===== config.mk =====
export PLATFORM = sky130hd
export DESIGN_NAME = cook_sequencer
export DESIGN_NICKNAME = d
export VERILOG_FILES = /design/src/rtl/microwave_pkg.sv /design/src/rtl/cook_sequencer_tick_prescaler.sv /design/src/rtl/cook_sequencer.sv
export SDC_FILE = /design/constraint.sdc
export NUM_CORES = 1
export LEC_CHECK = 0
export ABC_AREA = 1
export ABC_CLOCK_PERIOD_IN_PS = 4500
export CAP_MARGIN = 20
export CORE_ASPECT_RATIO = 2
export CORE_MARGIN = 4
export CORE_UTILIZATION = 30
export DETAILED_ROUTE_END_ITERATION = 6
export PLACE_DENSITY = 0.55
export REMOVE_ABC_BUFFERS = 1
export SLEW_MARGIN = 20
export SYNTH_ARGS = -nofsm -noshare
export SYNTH_HDL_FRONTEND = slang
export SYNTH_SLANG_ARGS = --single-unit

===== constraint.sdc =====
create_clock -name clk -period 4.5 [get_ports clk]
set_input_delay 0.9 -clock clk [delete_from_list [all_inputs] [get_ports clk]]
set_output_delay 0.9 -clock clk [all_outputs]
set_load 0.01 [all_outputs]

===== src/rtl/microwave_pkg.sv =====
// Shared state codes, BCD limits and the keypad acceptance rule for the
// microwave cook sequencer.
package microwave_pkg;

   typedef enum logic [2:0] {
      IDLE  = 3'd0,
      ENTRY = 3'd1,
      COOK  = 3'd2,
      PAUSE = 3'd3,
      DONE  = 3'd4
   } state_e;

   localparam logic [3:0] BCD_ONES_MAX = 4'd9;
   localparam logic [3:0] BCD_TENS_MAX = 4'd5;
   localparam logic [1:0] MAX_DIGITS   = 2'd3;

   // A digit is taken only if it is BCD, there is room for it, and the
   // current ones digit can legally move into the seconds-tens position.
   function automatic logic key_accepted(input logic [3:0] code,
                                         input logic [3:0] ones,
                                         input logic [1:0] cnt);
      return (code <= BCD_ONES_MAX) && (ones <= BCD_TENS_MAX) && (cnt != MAX_DIGITS);
   endfunction

endpackage


===== src/rtl/cook_sequencer_tick_prescaler.sv =====
// Divides the system clock down to the one-second tick. The counter can be
// cleared, advanced or held, so a paused cook keeps its tick phase.
module tick_prescaler #(
   parameter int unsigned CLK_DIV = 100
) (
   input  logic clk_i,
   input  logic clrn_i,
   input  logic clr_i,
   input  logic run_i,
   output logic tick_o,
   output logic tick_next_o
);

   localparam int unsigned W    = $clog2(CLK_DIV);
   localparam logic [W-1:0] LAST = W'(CLK_DIV - 1);

   logic [W-1:0] count_q, count_d;
   logic         tick_q;

   always_comb begin
      count_d = count_q;
      if (clr_i) begin
         count_d = '0;
      end else if (run_i) begin
         count_d = (count_q == LAST) ? '0 : count_q + W'(1);
      end
   end

   // tick_o is high exactly while the registered count sits at its last value.
   always_ff @(posedge clk_i or negedge clrn_i) begin
      if (!clrn_i) begin
         count_q <= '0;
         tick_q  <= 1'b0;
      end else begin
         count_q <= count_d;
         tick_q  <= (count_d == LAST);
      end
   end

   assign tick_o      = tick_q;
   assign tick_next_o = (count_d == LAST);

endmodule


===== src/rtl/cook_sequencer.sv =====
// Microwave session controller: keypad digit entry, timer load/clear,
// one-second count enables, magnetron gating, door interlock and end beep.
module cook_sequencer
   import microwave_pkg::*;
#(
   parameter int unsigned CLK_DIV    = 100,
   parameter int unsigned BEEP_TICKS = 3
) (
   input  logic       clk,
   input  logic       clrn,
   input  logic       key_valid,
   input  logic [3:0] key_code,
   input  logic       startn,
   input  logic       stopn,
   input  logic       door_closed,
   input  logic       timer_zero,
   output logic [3:0] preset_min,
   output logic [3:0] preset_tens,
   output logic [3:0] preset_ones,
   output logic       loadn,
   output logic       timer_clrn,
   output logic       count_en,
   output logic       mag_on,
   output logic       beep,
   output logic [2:0] state
);

   localparam int unsigned  BW        = (BEEP_TICKS > 1) ? $clog2(BEEP_TICKS) : 1;
   localparam logic [BW-1:0] BEEP_LAST = BW'(BEEP_TICKS - 1);

   logic       key_s_q, key_q, startn_s_q, startn_q, stopn_s_q, stopn_q;
   logic       door_s_q, tz_s_q;
   logic [3:0] code_s_q;
   logic       key_edge, start_edge, stop_edge;

   state_e     state_q, state_d;
   logic [3:0] min_q, min_d, tens_q, tens_d, ones_q, ones_d;
   logic [1:0] cnt_q, cnt_d;
   logic [BW-1:0] beep_cnt_q, beep_cnt_d;
   logic       loadn_q, timer_clrn_q, count_en_q, mag_q, beep_q;

   logic       load_pulse, clear_pulse, clear_presets;
   logic       presc_clr, presc_run, presc_tick, presc_tick_next;

   // One sampling stage on every input; edges compare it with the prior sample.
   always_ff @(posedge clk or negedge clrn) begin
      if (!clrn) begin
         key_s_q    <= 1'b0;
         key_q      <= 1'b0;
         code_s_q   <= '0;
         startn_s_q <= 1'b1;
         startn_q   <= 1'b1;
         stopn_s_q  <= 1'b1;
         stopn_q    <= 1'b1;
         door_s_q   <= 1'b0;
         tz_s_q     <= 1'b0;
      end else begin
         key_s_q    <= key_valid;
         key_q      <= key_s_q;
         code_s_q   <= key_code;
         startn_s_q <= startn;
         startn_q   <= startn_s_q;
         stopn_s_q  <= stopn;
         stopn_q    <= stopn_s_q;
         door_s_q   <= door_closed;
         tz_s_q     <= timer_zero;
      end
   end

   assign key_edge   = key_s_q & ~key_q;
   assign start_edge = ~startn_s_q & startn_q;
   assign stop_edge  = ~stopn_s_q & stopn_q;

   always_comb begin
      state_d       = state_q;
      min_d         = min_q;
      tens_d        = tens_q;
      ones_d        = ones_q;
      cnt_d         = cnt_q;
      beep_cnt_d    = beep_cnt_q;
      load_pulse    = 1'b0;
      clear_pulse   = 1'b0;
      clear_presets = 1'b0;
      presc_clr     = 1'b0;

      case (state_q)
         IDLE, ENTRY: begin
            if (stop_edge) begin
               if (state_q == ENTRY) begin
                  state_d       = IDLE;
                  clear_presets = 1'b1;
                  clear_pulse   = 1'b1;
               end
            end else if (state_q == ENTRY && start_edge && door_s_q &&
                         (|{min_q, tens_q, ones_q})) begin
               state_d    = COOK;
               load_pulse = 1'b1;
               presc_clr  = 1'b1;
            end else if (key_edge && key_accepted(code_s_q, ones_q, cnt_q)) begin
               min_d   = tens_q;
               tens_d  = ones_q;
               ones_d  = code_s_q;
               cnt_d   = cnt_q + 2'd1;
               state_d = ENTRY;
            end
         end
         COOK: begin
            // The load cycle still shows the old timer contents, so zero is ignored there.
            if (stop_edge || !door_s_q) begin
               state_d = PAUSE;
            end else if (tz_s_q && loadn_q) begin
               state_d    = DONE;
               presc_clr  = 1'b1;
               beep_cnt_d = '0;
            end
         end
         PAUSE: begin
            if (stop_edge) begin
               state_d       = IDLE;
               clear_presets = 1'b1;
               clear_pulse   = 1'b1;
            end else if (start_edge && door_s_q) begin
               state_d = COOK;
            end
         end
         DONE: begin
            if (stop_edge) begin
               state_d       = IDLE;
               clear_presets = 1'b1;
            end else if (presc_tick && beep_cnt_q == BEEP_LAST) begin
               state_d       = IDLE;
               clear_presets = 1'b1;
            end else if (presc_tick) begin
               beep_cnt_d = beep_cnt_q + BW'(1);
            end
         end
         default: begin
            state_d       = IDLE;
            clear_presets = 1'b1;
         end
      endcase

      if (clear_presets) begin
         min_d  = '0;
         tens_d = '0;
         ones_d = '0;
         cnt_d  = '0;
      end

      presc_run = (state_d == COOK) || (state_d == DONE);
   end

   tick_prescaler #(
      .CLK_DIV(CLK_DIV)
   ) u_prescaler (
      .clk_i       (clk),
      .clrn_i      (clrn),
      .clr_i       (presc_clr),
      .run_i       (presc_run),
      .tick_o      (presc_tick),
      .tick_next_o (presc_tick_next)
   );

   always_ff @(posedge clk or negedge clrn) begin
      if (!clrn) begin
         state_q      <= IDLE;
         min_q        <= '0;
         tens_q       <= '0;
         ones_q       <= '0;
         cnt_q        <= '0;
         beep_cnt_q   <= '0;
         loadn_q      <= 1'b1;
         timer_clrn_q <= 1'b1;
         count_en_q   <= 1'b0;
         mag_q        <= 1'b0;
         beep_q       <= 1'b0;
      end else begin
         state_q      <= state_d;
         min_q        <= min_d;
         tens_q       <= tens_d;
         ones_q       <= ones_d;
         cnt_q        <= cnt_d;
         beep_cnt_q   <= beep_cnt_d;
         loadn_q      <= ~load_pulse;
         timer_clrn_q <= ~clear_pulse;
         count_en_q   <= (state_d == COOK) && presc_tick_next;
         mag_q        <= (state_d == COOK);
         beep_q       <= (state_d == DONE);
      end
   end

   assign preset_min  = min_q;
   assign preset_tens = tens_q;
   assign preset_ones = ones_q;
   assign loadn       = loadn_q;
   assign timer_clrn  = timer_clrn_q;
   assign count_en    = count_en_q;
   assign mag_on      = mag_q;
   assign beep        = beep_q;
   assign state       = state_q;

endmodule


### Yosys cells after proc, flatten, opt, wreduce, memory -nomap -nowiden

Index checks and enable logic that the tools add are counted.

| cells by class | value |
|---|---|
| $add $sub $neg | 3 |
| order comparisons | 2 |
| equality and inequality tests | 17 |
| muxes and demuxes | 53 |
| bitwise gates (word level) | 8 |
| reduce and logical (&&, ||, !) cells | 21 |

Operators by type and width:

| cell | count |
|---|---|
| $mux W4 | 15 |
| $mux W3 | 10 |
| $mux W7 | 3 |
| $mux W2 | 10 |
| $eq A7 B7 Y1 const B | 2 |
| $ne A2 B2 Y1 const B | 6 |
| $pmux W3 S4 | 1 |
| $reduce_or A12 Y1 | 1 |
| $logic_and A1 B1 Y1 | 10 |
| $mux W1 | 10 |
| $eq A3 B2 Y1 const B | 3 |
| $add A7 B1 Y7 const B | 1 |
| $eq A3 B3 Y1 const B | 2 |
| $reduce_and A6 Y1 | 1 |
| $reduce_bool A2 Y1 | 3 |
| $not A1 Y1 | 5 |
| $add A2 B1 Y2 const B | 2 |
| $le A4 B3 Y1 const B | 1 |
| $le A4 B4 Y1 const B | 1 |
| $ne A2 B1 Y1 const B | 2 |
| $pmux W1 S2 | 2 |
| $pmux W1 S4 | 1 |
| $pmux W2 S2 | 1 |
| $reduce_and A4 Y1 | 1 |
| 7 further kinds | 10 |

| word-level totals | value |
|---|---|
| bits in registers | 44 |
| output and inout bits | 20 |

### Longest topological paths before layout

Gate-level depths: netlist of run 1.

| logic depth | value |
|---|---|
| depth in word-level cells | 14 |
| gate-level depth with buffers | 15 |

### By module

From an unflattened synthesis of run 1, not the netlist that was laid out.

| unflattened totals | value |
|---|---|
| cell total of the unflattened synthesis | 236 |
| area total of the unflattened synthesis | 2,105.8 um2 |

Modules (own cells, without submodules):

| module | times used | cells each | area an instance (um2) | sequential area each (um2) |
|---|---|---|---|---|
| cook_sequencer | 1 | 170 | 1,630.3 | 908.4 |
| tick_prescaler | 1 | 66 | 475.5 | 200.2 |

### Worst setup path before layout of run 1

Ideal clock, no wire load.

| path | value |
|---|---|
| path type | register to register |
| from | reg stopn_q |
| to | reg count_en_q (netlist: count_en) |
| library setup time | 121 ps |
| arrival time | 1,697 ps |
| required time | 4,379 ps |
| setup slack | 2,682 ps |
| stages on the path, launching flop included | 14 |
| path buffers | 0 |
| path through | dfstp_2 -> inv_1 -> nor2_4 -> inv_2 -> nand2_1 -> nand3b_2 -> nand2_4 -> nand3_4 -> nand2_4 -> or2_0 -> nand3_1 -> nor2_1 -> nand2_1 -> nor2_1 |

| on the way | value |
|---|---|
| cells in the longest elaborated chain, start to end | 10 |

RTL lines:

| item | RTL line | source |
|---|---|---|
| start: declaration | cook_sequencer.sv:31 | `logic key_s_q, key_q, startn_s_q, startn_q, stopn_s_q, stopn_q;` |
| start signal: assignment | cook_sequencer.sv:64 | `stopn_q <= stopn_s_q;` |
| $and A1 B1 Y1 * | cook_sequencer.sv:72 | `assign stop_edge = ~stopn_s_q & stopn_q;` |
| $logic_or A1 B1 Y1 | cook_sequencer.sv:109 | `if (stop_edge \|\| !door_s_q) begin` |
| $mux W3 | cook_sequencer.sv:109 |  |
| $pmux W3 S4 * | cook_sequencer.sv:86 | `case (state_q)` |
| named net state_d[1] | cook_sequencer.sv:36 | `state_e state_q, state_d;` |
| $eq A3 B2 Y1 or $eq A3 B3 Y1 (tied branches) | cook_sequencer.sv:150, cook_sequencer.sv:186 |  |
| $logic_or A1 B1 Y1 | cook_sequencer.sv:150 | `presc_run = (state_d == COOK) \|\| (state_d == DONE);` |
| $mux W7 | cook_sequencer_tick_prescaler.sv:24 | `end else if (run_i) begin` |
| $mux W7 | cook_sequencer_tick_prescaler.sv:22 | `if (clr_i) begin` |
| $eq A7 B7 Y1 | cook_sequencer_tick_prescaler.sv:41 | `assign tick_next_o = (count_d == LAST);` |
| $logic_and A1 B1 Y1 * | cook_sequencer.sv:186 | `count_en_q <= (state_d == COOK) && presc_tick_next;` |
| end signal: assignment | cook_sequencer.sv:186 |  |
| end: declaration | cook_sequencer.sv:40 | `logic loadn_q, timer_clrn_q, count_en_q, mag_q, beep_q;` |

Mark *: on every way through the listed nets, which the timed path passes. The rest lies on a longest branch.
A chain may end at the register's enable or synchronous reset.

### Final worst setup path of run 1

| path | value |
|---|---|
| from | reg loadn_q (netlist: loadn) |
| to | out loadn |

RTL lines:

| item | RTL line | source |
|---|---|---|
| start: declaration | cook_sequencer.sv:40 |  |
| start signal: assignment | cook_sequencer.sv:184 | `loadn_q <= ~load_pulse;` |
| end: declaration | cook_sequencer.sv:20 | `output logic loadn,` |

No word-level cell between the ends.

==> metrics.cfg, run 1 <==
[status]
status = completed

[place]
gp_congestion = 0.824
post-place-cells = 332
port_buffers = 30
place_hpwl_microns = 3250
dp_slack_ns = 2.32

[routing]
drtIter0Drc = 71
viasPerCell = 4.50
wl_microns = 4240
postRouteAntennaNets = 0
routedWlPerCell_microns = 12.5
drc_errors = 0
num_vias = 1530
first_pass_iters = 4

[cts]
cts.repair.resized = 0
clkTransAtPathRegs_ns = 0.05
hold_buffers = 0
htree_levels = 2
postCtsSetupBuffers = 0
cts.sinks = 44
cts_made_buffers = 5
ctsRootBufferMaster = clkbuf_16
cts_tree = yes
clk_latency_ns = 0.28
cts_max_path_buffers = 2

[critical_path]
critPathMaxFanout = 2
cp-start-kind = register
cp_top_family = buffers and inverters
slowest_delay_ns = 0.54
cp_slowest_cell = clkdlybuf4s50_1
path_buf_inv = 1
worstSetupPathType = register to output port
worstPathRequired_ns = 3.60
cp-end-kind = output port
cp.arrival_ns = 1.34
worstPathCellList = clkdlybuf4s50_1

[synthesis]
syn_avg_cell_area_sq_um = 9.22
yosys_warnings = 0
synthDistinctLibCells = 31
synthArstFlopShare_pct = 100
seq_area_frac_synth_pct = 55.4
netlist_area_sq_um = 2000
yosysMostFrequentCell = nand2_1
synth_top_cell_area_share_pct = 47.5
synthCells = 217
synthFlopType = dfrtp_1
synthTopCellsByArea = dfrtp_1 (48%), dfstp_2 (7.9%), nand2_1 (7.9%)
netlist.top_cell.by_area = dfrtp_1
synth_edf_count = 0
synth_seq_cells = 44
synth_common_cells = nand2_1 (42), dfrtp_1 (38), inv_1 (36), nor2_1 (20), nand3_1 (16)

[die]
ios = 31
die-width_microns = 65.7
start_util_pct = 31.2
fp.dieArea_sq_um = 8120
core_sq_um = 6410
die_h_microns = 123
num_rows = 41

[grt]
grt_max_degree = 45
grt_pass1_vias = 1534
grt_pass1_wl_microns = 7030
antenna_found_initial = 0
grtUsageTotal_pct = 11.5
overflow = 0

[sta]
min_period_over_period_pct = 49.8
tightestPinTransition_ns = 0.562
fin_crit_ns = 2.24
hold_slack_ns = 0.366
fmax_ghz = 0.446
tns_ns = 0
rsz0062_at_grt = false
slew_headroom_pct = 62.6
setup_ws_ns = 2.26
fin_skew_ns = 0.00665
hold_violations = 0
setup_viol = 0
drv_slew = 0

[hold_path]
hold_path_class = register to register

[power_and_ir_drop]
powerDensity_nw_per_um2 = 660
design_power_total_w = 0.00171
leakage_nw = 1.24
peakVddDrop_mv = 0.248

[finish]
diodes = 0
area_delta_synth_final_pct = 29.2
layoutNonFillerInstCount = 340
nets = 267
drive_above_1_share_pct = 14.2

[flow_run]
drv_cap = 0

## stage by stage
stage | instance area (sq um) | utilization [%]
detailed placement | 2400 | 37.4
global placement | 2400 | 37.4
floorplan | 2000 | -
CTS | 2580 | 40.3
global route | 2580 | 40.3
finish | 2580 | 40.3
## final timing paths
check	startpoint	slack (ns)	endpoint	cells after the start
min in group asynchronous	clrn	0.61	preset_ones[0]	1
worst min-delay path	startn_s_q	0.37	startn_q	0
worst max register to register	stopn_s_q	2.35	count_en	14
worst max-delay path	loadn	2.26	loadn	1
worst min register to register	startn_s_q	0.37	startn_q	0
max in group asynchronous	clrn	3.50	timer_clrn	1
## cell families (layout without fill, tap and decap cells)
| family | count (synthesis) | in the layout | share of synthesized area [%] |
|---|---|---|---|
| flip-flops | 44 | 44 | 55.4 |
| XOR/XNOR | 3 | 3 | 1.31 |
| AO/OA/AOI/OAI | 24 | 24 | 7.44 |
| AND/OR/NAND/NOR | 103 | 103 | 26.5 |
| adder cells (fa/ha/maj) | 3 | 3 | 1.88 |
| buffers and inverters | 40 | 77 | 7.50 |
## registers in the layout, indices dropped and copies added (netlist names), 2 cells and up
register and flops:
u_prescaler.count_q 7, code_s_q 4, preset_min 4, preset_ones 4
preset_tens 4, state 3, beep_cnt_q 2, cnt_q 2
## routing by layer
metal / wire length, microns / part of all wire, % / global-route usage, % / up-vias
met2: 2360 / 56 / 21.6 / 33
met1: 1610 / 38 / 11.7 / 729
met3: 160 / 3.8 / 2.45 / 8
met5: 0 / 0 / 0 / -
met4: 114 / 2.7 / 5.32 / 0
li1: - / - / - / 760
## area by class of cell
type / count / area (sq um)
clock buffer: 7 / 153
fill: 661 / 3830
timing repair buffer: 30 / 298
multi-input combinational: 133 / 742
tap: 86 / 108
clock inverter: 1 / 30.0
inverter: 39 / 146
sequential: 44 / 1110
## where the power goes
group          internal [W]  switching (W)
Clock              0.000292       0.000142
Combinational      0.000288       0.000389
Sequential         0.000510      0.0000867
## cell usage in the layout, fill, tap and decap left out, types with 5 or more instances in the layout
cell type,synthesis,layout
inv_1,36,36
clkdlybuf4s50_1,0,29
dfstp_2,6,6
a21oi_1,6,6
nand3_1,16,16
dfrtp_1,38,38
clkbuf_16,0,5
nor2_1,20,20
o21ai_0,8,8
o22ai_1,5,5
nand2_1,42,42
(Power assumes the default switching activity.)
==> run 2, diff against run 1 <==
Settings changed: ABC_CLOCK_PERIOD_IN_PS 4500 to 2000, PLACE_DENSITY 0.55 to 0.56.
Clock period 4.5 ns to 2 ns, I/O delays scaled along.
==> run 2 against run 1 <==
Against the previous run:
- global-route usage rose by 1.2 points
- critical path depth rose by 10
- final cell count rose by 2.6%
- sequential share of layout area fell by 1.5 points
- sequential power rose by 130%
- core utilization rose by 1.6 points
- non-clock buffer count rose by 9
- die area did not move
- highest routed layer unchanged
==> metrics.cfg, run 2 (synthesis gave the netlist of run 1 again) <==
[grt]
grtUsageTotal_pct = 12.7  ; +1.2 points
overflow = 0  ; unchanged
grt_max_degree = 24  ; -47%
antenna_found_initial = 0  ; unchanged
grt_pass1_wl_microns = 7600  ; +8.1%
grt_pass1_vias = 1683  ; +9.7%

[finish]
drive_above_1_share_pct = 21.3  ; +7.1 points
final_common_cell = nand2_1
largest_reg_flops = 7  ; unchanged
nets = 276  ; +3.4%
largest_register = u_prescaler.count_q
layout_common_cells = nand2_1 (40), inv_1 (36), dfrtp_1 (36)
finalInstanceArea_sq_um = 2690  ; +3.9%
diodes = 0  ; unchanged
area_delta_synth_final_pct = 34.3
postLayoutCoreUtil_pct = 41.9  ; +1.6 points

[routing]
viasPerCell = 4.44  ; -1.4%
first_pass_iters = 4  ; unchanged
drtIter0Drc = 31  ; -56%
drc_errors = 0  ; unchanged
num_vias = 1549  ; +1.2%
postRouteAntennaNets = 0  ; unchanged
routedWlPerCell_microns = 12.7  ; +2.1%
wl_microns = 4450  ; +4.8%

[sta]
setup_ws_ns = 0.0268  ; -2.23 ns
tns_ns = 0  ; unchanged
slew_headroom_pct = 63.0  ; +0.42 points
fin_skew_ns = 0.00607  ; -0.000576 ns
tightestPinTransition_ns = 0.555  ; -0.00631 ns
setup_viol = 0  ; unchanged
fin_crit_ns = 1.97
fmax_ghz = 0.507
min_period_over_period_pct = 98.7
drv_slew = 0  ; unchanged
hold_violations = 0  ; unchanged
rsz0062_at_grt = true

[critical_path]
cp_top_family = simple AND/OR/NAND/NOR gates
r2r_slack_ns = 0.03  ; -2.32 ns
worstPathCellList = nand3b_1, nor2_4, nand2_4, a21oi_4, nand3_4, nand2_4, or2_0, nand3_1, nor2_2, nand2_1, nor2_1
cp-start-kind = register
critPathMaxFanout = 8  ; +6
slowest_delay_ns = 0.51  ; -0.03 ns
cp.arrival_ns = 2.19  ; +0.85 ns
cp_slowest_cell = dfstp_2
worst_path_most_repeated_cell = nand2_4
cp-end-kind = register
worstPathRequired_ns = 2.21  ; -1.39 ns
path_buf_inv = 0  ; -1
worstSetupPathType = register to register

[place]
port_buffers = 30  ; unchanged
placedInstanceArea_sq_um = 2440  ; +1.8%
gp_congestion = 0.864  ; +4.8%
place_hpwl_microns = 3410  ; +4.8%
dp_slack_ns = -0.0707  ; -2.39 ns

[die]
fp.dieArea_sq_um = 8120  ; unchanged
die-width_microns = 65.7  ; unchanged
start_util_pct = 31.2  ; unchanged
core_sq_um = 6410  ; unchanged
die_h_microns = 123  ; unchanged
ios = 31  ; unchanged
num_rows = 41  ; unchanged

[status]
status = completed

[cts]
cts_tree = yes
clkTransAtPathRegs_ns = 0.06  ; about the same
cts_made_buffers = 5  ; unchanged
cts_max_path_buffers = 2  ; unchanged
cts.sinks = 44  ; unchanged
htree_levels = 2  ; unchanged
clk_latency_ns = 0.28  ; about the same
ctsRootBufferMaster = clkbuf_16

[power_and_ir_drop]
peakVddDrop_mv = 0.765  ; +210%
leakage_nw = 1.28  ; +3.2%
powerDensity_nw_per_um2 = 1450  ; +120%
design_power_total_w = 0.00389  ; +130%

[flow_run]
drv_cap = 0  ; unchanged

[hold_path]
hold_path_class = input port to async pin

==> run 2: what timing repair did <==
| action | in CTS | in global routing |
|---|---|---|
| buffers inserted | 3 | 2 |
| setup endpoints to repair | 2 | 4 |
| hold buffers | 0 | 0 |
| pin swaps | 3 | 5 |
| gates resized for setup | 5 | 11 |
==> run 2: cell type report <==
type                            count  area, sq um
Fill cell                         629         3730
Sequential cell                    44         1110
Multi-Input combinational cell    133          792
Timing Repair Buffer               39          379
Inverter                           39          146
Clock buffer                        7          143
Tap cell                           86          108
Clock inverter                      1         7.51
==> run 2: power by group <==
group	total, W	switching, W	internal, W
Sequential	0.00136	0.000209	0.00115
Clock	0.000822	0.000325	0.000497
Combinational	0.00171	0.000942	0.000769
==> run 2: per-layer routing <==
layer  track usage (%)  share of wire (%)  wire length [microns]  vias up
met5                 0                  0                      0        -
met4              6.75                2.7                    121        0
met3              2.55                3.4                    149        9
met2              24.0                 58                   2570       26
met1              12.5                 36                   1600      742
li1                  -                  -                      -      772
==> run 2: final timing paths <==
path,from,cells after the start,end
min,clrn,1,preset_tens[1]
min reg2reg,startn_s_q,0,startn_q
max in group asynchronous,clrn,2,startn_q
min in group clk,startn_s_q,0,startn_q
max,startn_q,11,count_en
max reg2reg,startn_q,11,count_en
==> run 2: stage by stage <==
stage / hold WS, ns / cells
after floorplan: 0.104 / 216
after global placement: 0.354 / 336
after detailed placement: 0.357 / 336
after CTS: 0.129 / 347
after global routing: 0.145 / 349
final: 0.0980 / 349
==> run 3, diff against run 2 <==
Settings changed: CAP_MARGIN 20 to not set.
==> results of run 3 <==
Same layout as run 2: the final DEF is identical, and so are final timing and power.
